`config.mk`:
```
export PLATFORM = sky130hd
export DESIGN_NAME = rv32_exec_unit
export DESIGN_NICKNAME = d
export VERILOG_FILES = /design/src/rtl/rv32_exec_pkg.sv /design/src/rtl/rv32_exec_unit_key_mux.sv /design/src/rtl/rv32_exec_unit.sv
export SDC_FILE = /design/constraint.sdc
export NUM_CORES = 1
export LEC_CHECK = 0
export ABC_AREA = 1
export CELL_PAD_IN_SITES_DETAIL_PLACEMENT = 1
export CELL_PAD_IN_SITES_GLOBAL_PLACEMENT = 2
export CORE_UTILIZATION = 28
export DETAILED_ROUTE_END_ITERATION = 8
export GPL_TIMING_DRIVEN = 0
export PLACE_DENSITY = 0.95
export REMOVE_ABC_BUFFERS = 1
export SLEW_MARGIN = 5
export SYNTH_ARGS = -nofsm -noshare
export SYNTH_HDL_FRONTEND = slang
export SYNTH_SLANG_ARGS = --single-unit
```
`constraint.sdc`:
```
create_clock -name clk -period 1.1 [get_ports clk]
set_input_delay 0.165 -clock clk [delete_from_list [all_inputs] [get_ports clk]]
set_output_delay 0.165 -clock clk [all_outputs]
set_load 0.01 [all_outputs]
```
`src/rtl/rv32_exec_pkg.sv`:
```
// Shared constants and types for the RV32 decode/execute stage.
package rv32_exec_pkg;

    localparam int XLEN_DEF = 32;

    localparam logic [6:0] OPC_LUI    = 7'b0110111;
    localparam logic [6:0] OPC_AUIPC  = 7'b0010111;
    localparam logic [6:0] OPC_JAL    = 7'b1101111;
    localparam logic [6:0] OPC_JALR   = 7'b1100111;
    localparam logic [6:0] OPC_OPIMM  = 7'b0010011;
    localparam logic [6:0] OPC_OP     = 7'b0110011;
    localparam logic [6:0] OPC_STORE  = 7'b0100011;
    localparam logic [6:0] OPC_SYSTEM = 7'b1110011;

    localparam logic [31:0] EBREAK_INSTR = 32'h0010_0073;

    typedef enum logic [1:0] {
        ALU_ADD,
        ALU_SUB,
        ALU_PASS_B
    } alu_op_t;

endpackage

```
`src/rtl/rv32_exec_unit_key_mux.sv`:
```
// Keyed lookup mux: returns the data entry whose key matches key_in, zero on miss.
module key_mux
    import rv32_exec_pkg::*;
#(
    parameter int NR_KEY   = 2,
    parameter int KEY_LEN  = 1,
    parameter int DATA_LEN = XLEN_DEF
) (
    input  logic [KEY_LEN-1:0]                 key_in,
    input  logic [NR_KEY-1:0][KEY_LEN-1:0]     keys,
    input  logic [NR_KEY-1:0][DATA_LEN-1:0]    datas,
    output logic [DATA_LEN-1:0]                data_out
);

    always_comb begin
        data_out = '0;
        for (int i = 0; i < NR_KEY; i++) begin
            if (keys[i] == key_in) data_out = datas[i];
        end
    end

endmodule

```
`src/rtl/rv32_exec_unit.sv`:
```
// Decode + execute stage of the single-cycle RV32 core with registered writeback/store/jump.
// Build option: EBREAK_HALT_EN makes EBREAK set a sticky halt that freezes all effects.
module rv32_exec_unit
    import rv32_exec_pkg::*;
#(
    parameter int XLEN = 32
) (
    input  logic            clk,
    input  logic            rst,
    input  logic [31:0]     instr,
    input  logic [XLEN-1:0] pc,
    input  logic [XLEN-1:0] rs1_data,
    input  logic [XLEN-1:0] rs2_data,
    output logic [4:0]      rs1_addr,
    output logic [4:0]      rs2_addr,
    output logic            wb_en,
    output logic [4:0]      wb_addr,
    output logic [XLEN-1:0] wb_data,
    output logic            mem_wen,
    output logic [XLEN-1:0] mem_addr,
    output logic [XLEN-1:0] mem_wdata,
    output logic            jump,
    output logic [XLEN-1:0] jump_addr,
    output logic            halt,
    output logic            illegal
);

    logic [6:0]      opcode;
    logic [2:0]      funct3;
    logic [6:0]      funct7;
    logic [4:0]      rd;
    logic [XLEN-1:0] imm_i, imm_s, imm_u, imm_j;

    assign opcode   = instr[6:0];
    assign rd       = instr[11:7];
    assign funct3   = instr[14:12];
    assign funct7   = instr[31:25];
    assign rs1_addr = instr[19:15];
    assign rs2_addr = instr[24:20];

    assign imm_i = {{20{instr[31]}}, instr[31:20]};
    assign imm_s = {{20{instr[31]}}, instr[31:25], instr[11:7]};
    assign imm_u = {instr[31:12], 12'h000};
    assign imm_j = {{11{instr[31]}}, instr[31], instr[19:12], instr[20], instr[30:21], 1'b0};

    logic            alu_a_sel, alu_b_sel;
    alu_op_t         alu_op;
    logic [XLEN-1:0] imm;
    logic            legal, is_wb, is_store, is_jump, is_jalr, is_link, is_ebreak;

    always_comb begin
        alu_a_sel = 1'b1;
        alu_b_sel = 1'b0;
        alu_op    = ALU_ADD;
        imm       = '0;
        legal     = 1'b0;
        is_wb     = 1'b0;
        is_store  = 1'b0;
        is_jump   = 1'b0;
        is_jalr   = 1'b0;
        is_link   = 1'b0;
        is_ebreak = 1'b0;
        case (opcode)
            OPC_LUI: begin
                legal  = 1'b1;
                imm    = imm_u;
                alu_op = ALU_PASS_B;
                is_wb  = 1'b1;
            end
            OPC_AUIPC: begin
                legal     = 1'b1;
                imm       = imm_u;
                alu_a_sel = 1'b0;
                is_wb     = 1'b1;
            end
            OPC_JAL: begin
                legal     = 1'b1;
                imm       = imm_j;
                alu_a_sel = 1'b0;
                is_jump   = 1'b1;
                is_link   = 1'b1;
            end
            OPC_JALR: begin
                if (funct3 == 3'b000) begin
                    legal   = 1'b1;
                    imm     = imm_i;
                    is_jump = 1'b1;
                    is_jalr = 1'b1;
                    is_link = 1'b1;
                end
            end
            OPC_OPIMM: begin
                if (funct3 == 3'b000) begin
                    legal = 1'b1;
                    imm   = imm_i;
                    is_wb = 1'b1;
                end
            end
            OPC_OP: begin
                if (funct3 == 3'b000 && (funct7 == 7'h00 || funct7 == 7'h20)) begin
                    legal     = 1'b1;
                    alu_b_sel = 1'b1;
                    alu_op    = funct7[5] ? ALU_SUB : ALU_ADD;
                    is_wb     = 1'b1;
                end
            end
            OPC_STORE: begin
                if (funct3 == 3'b010) begin
                    legal    = 1'b1;
                    imm      = imm_s;
                    is_store = 1'b1;
                end
            end
            OPC_SYSTEM: begin
                is_ebreak = (instr == EBREAK_INSTR);
            end
            default: ;
        endcase
    end

    logic [XLEN-1:0] alu_a, alu_b, alu_res, pc_plus4;

    key_mux #(.NR_KEY(2), .KEY_LEN(1), .DATA_LEN(XLEN)) u_mux_a (
        .key_in   (alu_a_sel),
        .keys     ({1'b1, 1'b0}),
        .datas    ({rs1_data, pc}),
        .data_out (alu_a)
    );

    key_mux #(.NR_KEY(2), .KEY_LEN(1), .DATA_LEN(XLEN)) u_mux_b (
        .key_in   (alu_b_sel),
        .keys     ({1'b1, 1'b0}),
        .datas    ({rs2_data, imm}),
        .data_out (alu_b)
    );

    always_comb begin
        case (alu_op)
            ALU_ADD:    alu_res = alu_a + alu_b;
            ALU_SUB:    alu_res = alu_a - alu_b;
            ALU_PASS_B: alu_res = alu_b;
            default:    alu_res = '0;
        endcase
    end

    // Link value has its own adder so the ALU stays free for the jump target.
    assign pc_plus4 = pc + 32'd4;

    logic            wb_en_d, wb_en_q, mem_wen_d, mem_wen_q, jump_d, jump_q;
    logic            halt_d, halt_q, illegal_d, illegal_q;
    logic [4:0]      wb_addr_d, wb_addr_q;
    logic [XLEN-1:0] wb_data_d, wb_data_q, mem_addr_d, mem_addr_q;
    logic [XLEN-1:0] mem_wdata_d, mem_wdata_q, jump_addr_d, jump_addr_q;

    always_comb begin
        wb_en_d     = 1'b0;
        wb_addr_d   = '0;
        wb_data_d   = '0;
        mem_wen_d   = 1'b0;
        mem_addr_d  = '0;
        mem_wdata_d = '0;
        jump_d      = 1'b0;
        jump_addr_d = '0;
        illegal_d   = !(legal || is_ebreak);
        if (!halt_q) begin
            if ((is_wb || is_link) && rd != 5'd0) begin
                wb_en_d   = 1'b1;
                wb_addr_d = rd;
                wb_data_d = is_link ? pc_plus4 : alu_res;
            end
            if (is_store) begin
                mem_wen_d   = 1'b1;
                mem_addr_d  = alu_res;
                mem_wdata_d = rs2_data;
            end
            if (is_jump) begin
                jump_d      = 1'b1;
                jump_addr_d = {alu_res[XLEN-1:1], alu_res[0] & ~is_jalr};
            end
        end
`ifdef EBREAK_HALT_EN
        halt_d = halt_q | is_ebreak;
`else
        halt_d = 1'b0;
`endif
    end

    always_ff @(posedge clk or negedge rst) begin
        if (!rst) begin
            wb_en_q     <= 1'b0;
            wb_addr_q   <= '0;
            wb_data_q   <= '0;
            mem_wen_q   <= 1'b0;
            mem_addr_q  <= '0;
            mem_wdata_q <= '0;
            jump_q      <= 1'b0;
            jump_addr_q <= '0;
            halt_q      <= 1'b0;
            illegal_q   <= 1'b0;
        end else begin
            wb_en_q     <= wb_en_d;
            wb_addr_q   <= wb_addr_d;
            wb_data_q   <= wb_data_d;
            mem_wen_q   <= mem_wen_d;
            mem_addr_q  <= mem_addr_d;
            mem_wdata_q <= mem_wdata_d;
            jump_q      <= jump_d;
            jump_addr_q <= jump_addr_d;
            halt_q      <= halt_d;
            illegal_q   <= illegal_d;
        end
    end

    assign wb_en     = wb_en_q;
    assign wb_addr   = wb_addr_q;
    assign wb_data   = wb_data_q;
    assign mem_wen   = mem_wen_q;
    assign mem_addr  = mem_addr_q;
    assign mem_wdata = mem_wdata_q;
    assign jump      = jump_q;
    assign jump_addr = jump_addr_q;
    assign halt      = halt_q;
    assign illegal   = illegal_q;

endmodule

```
# Word-level counts from Yosys, hierarchy flattened
# Cells that the tools add are included.
# totals
output_inout_bits	148
wordCells	69
register_bits	137
# classes
mux	28
n_reduce_logical	14
n_addsub	3
bitwise_logic	2
n_eq_ne	13
# ops
op	n
$mux W32	9
$pmux W32 S4	1
$pmux W32 S3	1
$add A32 B3 Y32 const B	1
$add A32 B32 Y32	1
$eq A32 B21 Y1 const B	1
$sub A32 B32 Y32	1
$eq A7 B6 Y1 const B	4
$eq A7 B7 Y1 const B	3
$eq A7 B5 Y1 const B	2
$mux W1	12
$logic_not A7 Y1	1
$reduce_or A2 Y1	3
$mux W5	1
$reduce_bool A5 Y1	1
$pmux W1 S4	1
$pmux W2 S2	1
$eq A3 B2 Y1 const B	1
$logic_not A3 Y1	1
$logic_or A1 B1 Y1	3
$pmux W1 S3	1
$reduce_or A3 Y1	1
$eq A2 B1 Y1 const B	1
$eq A2 B2 Y1 const B	1
other kinds (6)	7

# Logic depth before layout (Yosys ltp)
# Gate-level depths: netlist (run 1).
# depth
word_depth	10
mapped_depth	34
depth_no_buf	34

# Cells and area by module
# Synthesis (run 1) repeated with hierarchy kept, for this count alone.
# hier_totals
hier_cells	1685
area_unflattened_um2	10781.6
# modules_own_cells
mod	instances	cells_per_inst	area_per_inst_um2
rv32_exec_unit	1	1451	9550.4
key_mux	2	117	615.6

# Worst setup path before layout (run 1)
# No wires, ideal clock.
# synth_timing
kind	input -> register
startpoint	input instr[1]
endpoint	register wb_data_q[22] (netlist: wb_data[22])
arrival_ns	3.383
stages	23
n_path_buf	2
setup_slack_ns	-2.396
setup_ns	0.113
path_cell_list	nand2_2 nor2_1 nand2_4 o21ai_1 clkbuf_1 clkbuf_1 mux2i_1 ha_1 fa_1 o21ai_1 a21oi_1 o21ai_1 nand2_1 nand2_1 a21oi_1 o21ai_1 nand2_1 nand2_1 nand2_1 nand3_1 nand3_1 nand2_1 inv_1
# synth_between
elab_chain_len	8
word_cells_on_any_way	27
classes_between	2 x add/sub; 9 x eq/ne; 10 x mux; 6 x reduce/logical
# synth_lines
item	line	rtl
from (decl)	rv32_exec_unit.sv:10	input logic [31:0] instr,
$eq A7 B5 Y1 (tied with other cells)	rv32_exec_unit.sv:63	case (opcode)
$reduce_or A2 Y1 (no source line)	-	
$pmux W32 S4	rv32_exec_unit.sv:63	
$mux W32	rv32_exec_unit_key_mux.sv:18	if (keys[i] == key_in) data_out = datas[i];
$sub A32 B32 Y32 or $add A32 B32 Y32 (tied branches)	rv32_exec_unit.sv:140, rv32_exec_unit.sv:139	
$pmux W32 S3	rv32_exec_unit.sv:138	case (alu_op)
$mux W32	rv32_exec_unit.sv:169	wb_data_d = is_link ? pc_plus4 : alu_res;
$mux W32 *	rv32_exec_unit.sv:166	if ((is_wb || is_link) && rd != 5'd0) begin
named net wb_data_d[22]	rv32_exec_unit.sv:152	logic [XLEN-1:0] wb_data_d, wb_data_q, mem_addr_d, mem_addr_q;
to (signal assigned)	rv32_exec_unit.sv:203	wb_data_q <= wb_data_d;
to (decl)	rv32_exec_unit.sv:152	
# Mark *: on every way through the listed nets, which the timed path passes. The rest lies on a longest branch.

# Worst setup path in the final report (run 1)
# layout_timing
startpoint	input instr[22]
endpoint	register wb_data_q[21] (netlist: wb_data[21])
# layout_between
elab_chain_len	7
word_cells_on_any_way	8
classes_between	2 x add/sub; 6 x mux
# layout_lines
item	line
$mux W32	rv32_exec_unit.sv:84, rv32_exec_unit.sv:93
$pmux W32 S4 *	rv32_exec_unit.sv:63
$mux W32 *	rv32_exec_unit_key_mux.sv:18
$sub A32 B32 Y32 or $add A32 B32 Y32 (tied branches)	rv32_exec_unit.sv:140, rv32_exec_unit.sv:139
$pmux W32 S3 *	rv32_exec_unit.sv:138
$mux W32 *	rv32_exec_unit.sv:169
$mux W32 *	rv32_exec_unit.sv:166
named net wb_data_d[21]	rv32_exec_unit.sv:152
# Marks and branches as above.

==> impl_metrics.toml, run 1 <==
[run_status]
status = "finished, violations left"
violations = "negative setup slack"

[floorplan]
rows = 69
dieArea_um2 = 36790
fp.dieW_um = 191.8
die_h_um = 191.8
core-area_um2 = 35480
io_pins = 278
start_util_pct = 28.43

[clocking]
clock_path_buffers = 2
ctsHtreeMaxLevel = 4
numCtsBuffers = 17
tritoncts = "yes"
cts_root_buffer = "clkbuf_16"
clk_pin_slew_worst_paths_ns = 0.06
cts_sinks = 137

[detailed_routing]
drc = 0
firstDrtPassIters = 7
antenna_left = 0
wl_per_cell_um = 22.00
drt-total-wl_um = 51630
vias = 12090
viasPerCell = 5.151
drtIter0Drc = 749

[final_layout]
fin_nets = 2036
final_cells = 2347
drive_gt1_share_pct = 36.21
diodes = 0
finalInstanceArea_um2 = 17430
area_delta_synth_final_pct = 72.76

[synth]
synth_async_sr_flop_share_pct = 100.0
synth_area_leaders = "dfrtp_1, nor2_1, nand2_1, inv_1, nand3_1"
synth.top_cell.area_share_pct = 33.98
netlist_instances = 1466
synth_edf_count = 0
synth_seq_cells = 137
syn_area_um2 = 10090
synth_top_area_cell = "dfrtp_1"
avgSynthCellArea_um2 = 6.882
yosys_most_used_dff = "dfrtp_1"
ys_seq_area_share_pct = 33.98
yosysWarnings = 0
synth_cell_types = 50

[power_and_ir_drop]
total_power_mw = 17.95
power_density_nw_per_um2 = 1030
leakagePower_nw = 8.599
ir_drop_uv = 1165

[setup_path]
worstPathMaxFanout = 5
critPathCaptureType = "flop"
worstPathRequired_ns = 1.49
path_class = "input port to flop"
crit_buf_inv = 7
cp_data_arrival_time_ns = 4.04
start_kind = "input port"
critPathMaxStageDelay_ns = 0.40
cp_slowest_cell = "dlygate4sd2_1"
critical-path-top-delay-family = "compound AO/OA/AOI/OAI gates"

[global_routing]
grt-ovfl-total = 0
grt_max_degree = 89
antenna_found_initial = 0
grt_pass1_vias = 12683
grt_pass1_wl_um = 74270
grt_use_total_pct = 27.10

[job]
drv_cap = 0

[place]
port_buffers = 276
detailed_place_hpwl_um = 32510
dp.cells = 2150
place_ws_ns = -4.636
globalplace.congestion = 0.8953
placed_area_um2 = 13220

[timing]
slew_headroom_pct = 62.46
rsz0062_at_grt = "yes"
period_needed_ns = 3.649
setup_viol = 278
worst_pin_slew_ns = 0.5580
timing.final.crit_share_pct = 331.8
maxSlewViolCount = 0
whs_ns = 0.2412
worst_slack_ns = -2.549
finalHoldViolations = 0
max_freq_mhz = 274.0

[hold_path]
hp-class = "input port to asynchronous set/reset pin"
==> worst max path at each step <==
| stage | from | cells after the start | slack, ns | to |
|---|---|---|---|---|
| floorplan | instr[4] | 20 | -4.15 | wb_data[22] |
| global placement | instr[4] | 21 | -7.07 | wb_data[22] |
| detailed placement | instr[5] | 32 | -4.64 | mem_addr[24] |
| CTS | instr[0] | 30 | -2.34 | jump_addr[25] |
| global route | instr[22] | 26 | -2.76 | wb_data[21] |
| finish | instr[22] | 25 | -2.55 | wb_data[21] |
==> report_power, final <==
part / switching [mW] / total, mW / internal (mW) / leakage [nW]
logic: 3.66 / 6.42 / 2.76 / 6.38
registers: 0.00992 / 5.08 / 5.07 / 1.91
clock network: 2.42 / 6.44 / 4.03 / 0.315
total: 6.09 / 17.9 / 11.9 / 8.60
==> metrics by stage <==
stage,setup TNS (ns),util (%)
finish,-251.90,49.12
global route,-278.25,49.12
CTS,-233.85,46.17
detailed placement,-443.73,37.25
global placement,-1465.37,36.92
floorplan,-380.09,-
==> cell usage in the layout, fill, tap and decap left out, types with 12 or more instances in the layout <==
cell,n
nand2_2,49
ha_4,19
a21oi_4,13
inv_1,184
o21ai_2,31
o21ai_1,25
nand3_4,12
buf_4,129
dfrtp_1,137
clkbuf_2,19
nand2_1,167
a21oi_1,64
a21oi_2,40
buf_2,15
clkbuf_16,17
nor2_4,35
nor2_1,188
o21ai_0,20
clkdlybuf4s50_1,218
nand2_8,13
xor2_1,24
nand4_1,30
nand3_2,35
buf_6,23
nand2_4,28
nand3_1,84
nor2_2,44
buf_12,13
inv_2,35
==> Yosys cell counts, types with 7 or more instances <==
master and number:
a21oi_1 117, buf_1 7, buf_2 10, buf_4 14
clkbuf_1 21, dfrtp_1 137, ha_1 32, inv_1 219
inv_2 10, nand2_1 227, nand2_2 15, nand2_4 8
nand3_1 123, nand4_1 30, nor2_1 242, nor2_2 17
nor2_4 8, nor3_1 10, nor4_1 12, o21ai_0 77
o21ai_1 8, or2_2 8, xor2_1 39
==> final cells by class <==
type,count,area (um^2)
repair inverters,1,6.256
clock inverters,11,167.7
clock buffers,21,480.5
inverters,230,913.4
multi-input cells,1050,7710
fillers,4109,18050
flip-flops and latches,137,3428
repair buffers,436,4146
well taps,461,576.8
==> kinds of logic after synthesis <==
logic type / Yosys count / synth area share [%]
AOI/OAI and AO/OA: 243 / 13.13
xor gates and xnor gates: 41 / 3.560
adders and majority gates: 33 / 4.167
buffers and inverters: 288 / 11.81
DFF: 137 / 33.98
muxes: 7 / 0.7689
other: 1 / 0.03717
and+or+nand+nor: 716 / 32.54
==> what timing repair did <==
| action | CTS | global route |
|---|---|---|
| hold buffers | 1 | 0 |
| gates resized for setup | 528 | 243 |
| cloned | 13 | 1 |
| pin swaps | 136 | 109 |
| buffers inserted | 112 | 39 |
| endpoints found under the setup margin | 284 | 370 |
| endpoints found under the hold margin | 49 | 0 |
==> metal layers <==
metal	share of wire (%)	GRT usage, %
met5	0	0
met1	41	33.42
met4	3.4	10.47
met2	49	46.60
met3	5.8	4.805
==> flip-flops by register name, summed over array words and instances, names as in the netlist <==
name       count
wb_addr        5
illegal        1
mem_wdata     32
jump_addr     32
mem_addr      32
jump           1
wb_data       32
wb_en          1
mem_wen        1
(Power assumes the default switching activity.)
==> run 2: changes to the inputs <==
--- a/config.mk
+++ b/config.mk
@@ -6,6 +6,7 @@
 export NUM_CORES = 1
 export LEC_CHECK = 0
 export ABC_AREA = 1
+export CAP_MARGIN = 20
 export CELL_PAD_IN_SITES_DETAIL_PLACEMENT = 1
 export CELL_PAD_IN_SITES_GLOBAL_PLACEMENT = 2
 export CORE_UTILIZATION = 28
==> run 2 against run 1 <==
  * The run still ends with negative setup slack left
  * Non-clock buffer count increased by 17
  * Final cell count increased by 0.64%
  * Count of clock-buffer cells in the layout increased by 1
  * Sequential power about the same
  * Global-route usage decreased by 1.6 points
  * Combinational power increased by 4.7%
  * Design area increased by 1.1%
  * Critical path depth increased by 3
  * Utilization increased by 0.52 points
  * Hold slack got worse by 0.15 ns
  * Clock power decreased by 3.3%
  * Die area unchanged
  * Largest cell class unchanged
  * Largest power group is now combinational logic
==> impl_metrics.toml, run 2 (synthesis gave the netlist of run 1 again) <==
[power_and_ir_drop]
leakagePower_nw = 8.764
ir_drop_uv = 1199
power_density_nw_per_um2 = 1024

[hold_path]
hp-class = "input port to flop"
hp-start = "instr[9]"
whs_path_depth = 3

[final_layout]
area_delta_synth_final_pct = 74.59
diodes = 0
layout_commonest_cell = "clkdlybuf4s50_1"
fin_nets = 2051
fillerInstances = 4139
drive_gt1_share_pct = 37.66
final_cell_mix = "clkdlybuf4s50_1, inv_1, nor2_1"

[detailed_routing]
wl_per_cell_um = 20.94
firstDrtPassIters = 7
top_layer_used = "met5"
antenna_left = 0
drc = 0
drt-total-wl_um = 49470
vias = 11938
met3_length_um = 2589
drtIter0Drc = 677
wl_met1_um = 20780
wl_met2_um = 24170
viasPerCell = 5.054

[timing]
max_freq_mhz = 273.5
setup_tns_ns = -245.66
worst_pin_slew_ns = 0.9516
worst_slack_ns = -2.557
period_needed_ns = 3.657
timing.final.crit_share_pct = 332.4
maxSlewViolCount = 0
slew_headroom_pct = 36.35
finalHoldViolations = 0
whs_ns = 0.08721
rsz0062_at_grt = "yes"
setup_viol = 275

[clocking]
ctsHtreeMaxLevel = 4
clock_path_buffers = 2
clk_pin_slew_worst_paths_ns = 0.06
cts_sinks = 137
cts_root_buffer = "clkbuf_16"
numCtsBuffers = 17
tritoncts = "yes"

[floorplan]
start_util_pct = 28.43
io_pins = 278
rows = 69
die_h_um = 191.8
core-area_um2 = 35480
fp.dieW_um = 191.8
dieArea_um2 = 36790

[setup_path]
cp_data_arrival_time_ns = 4.00
start_kind = "input port"
crit_start = "instr[22]"
path_class = "input port to flop"
worstPathRequired_ns = 1.44
critPathCaptureType = "flop"
worstPathMaxFanout = 5

[place]
globalplace.congestion = 0.8953
place_ws_ns = -4.640
port_buffers = 276
detailed_place_hpwl_um = 32860

[global_routing]
grt_use_total_pct = 25.46
grt_max_degree = 89
grt_pass1_wl_um = 70210
antenna_found_initial = 1
grt_pass1_vias = 12426
grt-ovfl-total = 0

[run_status]
status = "finished, violations left"
violations = "negative setup slack"

[job]
drv_cap = 0
## run 2: layer usage
metal	vias to the layer above	track usage, %
li1	5565	-
met1	5845	31.38
met2	424	43.68
met3	102	4.623
met4	2	9.951
met5	-	0
## run 2: path summary, 6_finish.rpt
check / slack (ns) / endpoint
worst max-delay path: -2.56 / wb_data[29]
worst min-delay path: 0.09 / wb_addr[2]
max in group asynchronous: 0.06 / jump_addr[0]
min in group asynchronous: 0.24 / jump_addr[22]
## run 2: power breakdown
part           switching [mW]  internal, mW  leakage (nW)
clock                    2.37          3.86         0.304
sequential            0.00958          5.07          1.91
combinational            3.78          2.94          6.55
total                    6.16          11.9          8.76
## run 2: what timing repair did
action	4_1_cts	5_1_grt
setup buffers	101	69
resized for setup	510	311
pin swaps	113	105
endpoints found under the hold margin	49	0
hold buffers	1	0
cloned	8	1
endpoints found under the setup margin	284	371
## run 2: per-stage QoR
step	util (%)	instance area, um^2	cells	total power, mW
final	49.64	17610	2362	18.03
after floorplan	-	9761	1408	7.306
after global routing	49.64	17610	2362	18.83
after global placement	36.92	13100	2145	8.902
after detailed placement	37.41	13270	2152	8.994
after CTS	45.42	16120	2294	16.78
## run 2: critical path: stages
cell and delay [ns]:
dlygate4sd2_1 0.36, inv_1 0.18, nor2_1 0.10, nand2_4 0.07, nand3_2 0.09, nor2_4 0.15
nand2_2 0.08, nor2_4 0.13, nand2_4 0.11, nor2_4 0.13, nand2_2 0.08, nor2_4 0.14
a21oi_2 0.07, xor2_1 0.15, ha_1 0.39, nand2_4 0.11, nor4_4 0.33, nand3_1 0.14
nand3_2 0.13, nand2_1 0.07, o211ai_1 0.16, nand2_1 0.11, nand2_2 0.11, a21oi_2 0.06
o21ai_2 0.11, nand3_1 0.10, nand2_1 0.09, inv_1 0.04
## run 2: area by class of cell
class                      instances  area, um^2  area share (%)
clock buffer                      22       494.2           2.806
clock inverter                    10       140.1          0.7956
inverter                         230       910.9           5.172
multi-input combinational       1048        7789           44.22
sequential                       137        3428           19.46
tap                              461       576.8           3.275
timing repair buffer             453        4265           24.22
timing repair inverter             1       8.758         0.04973
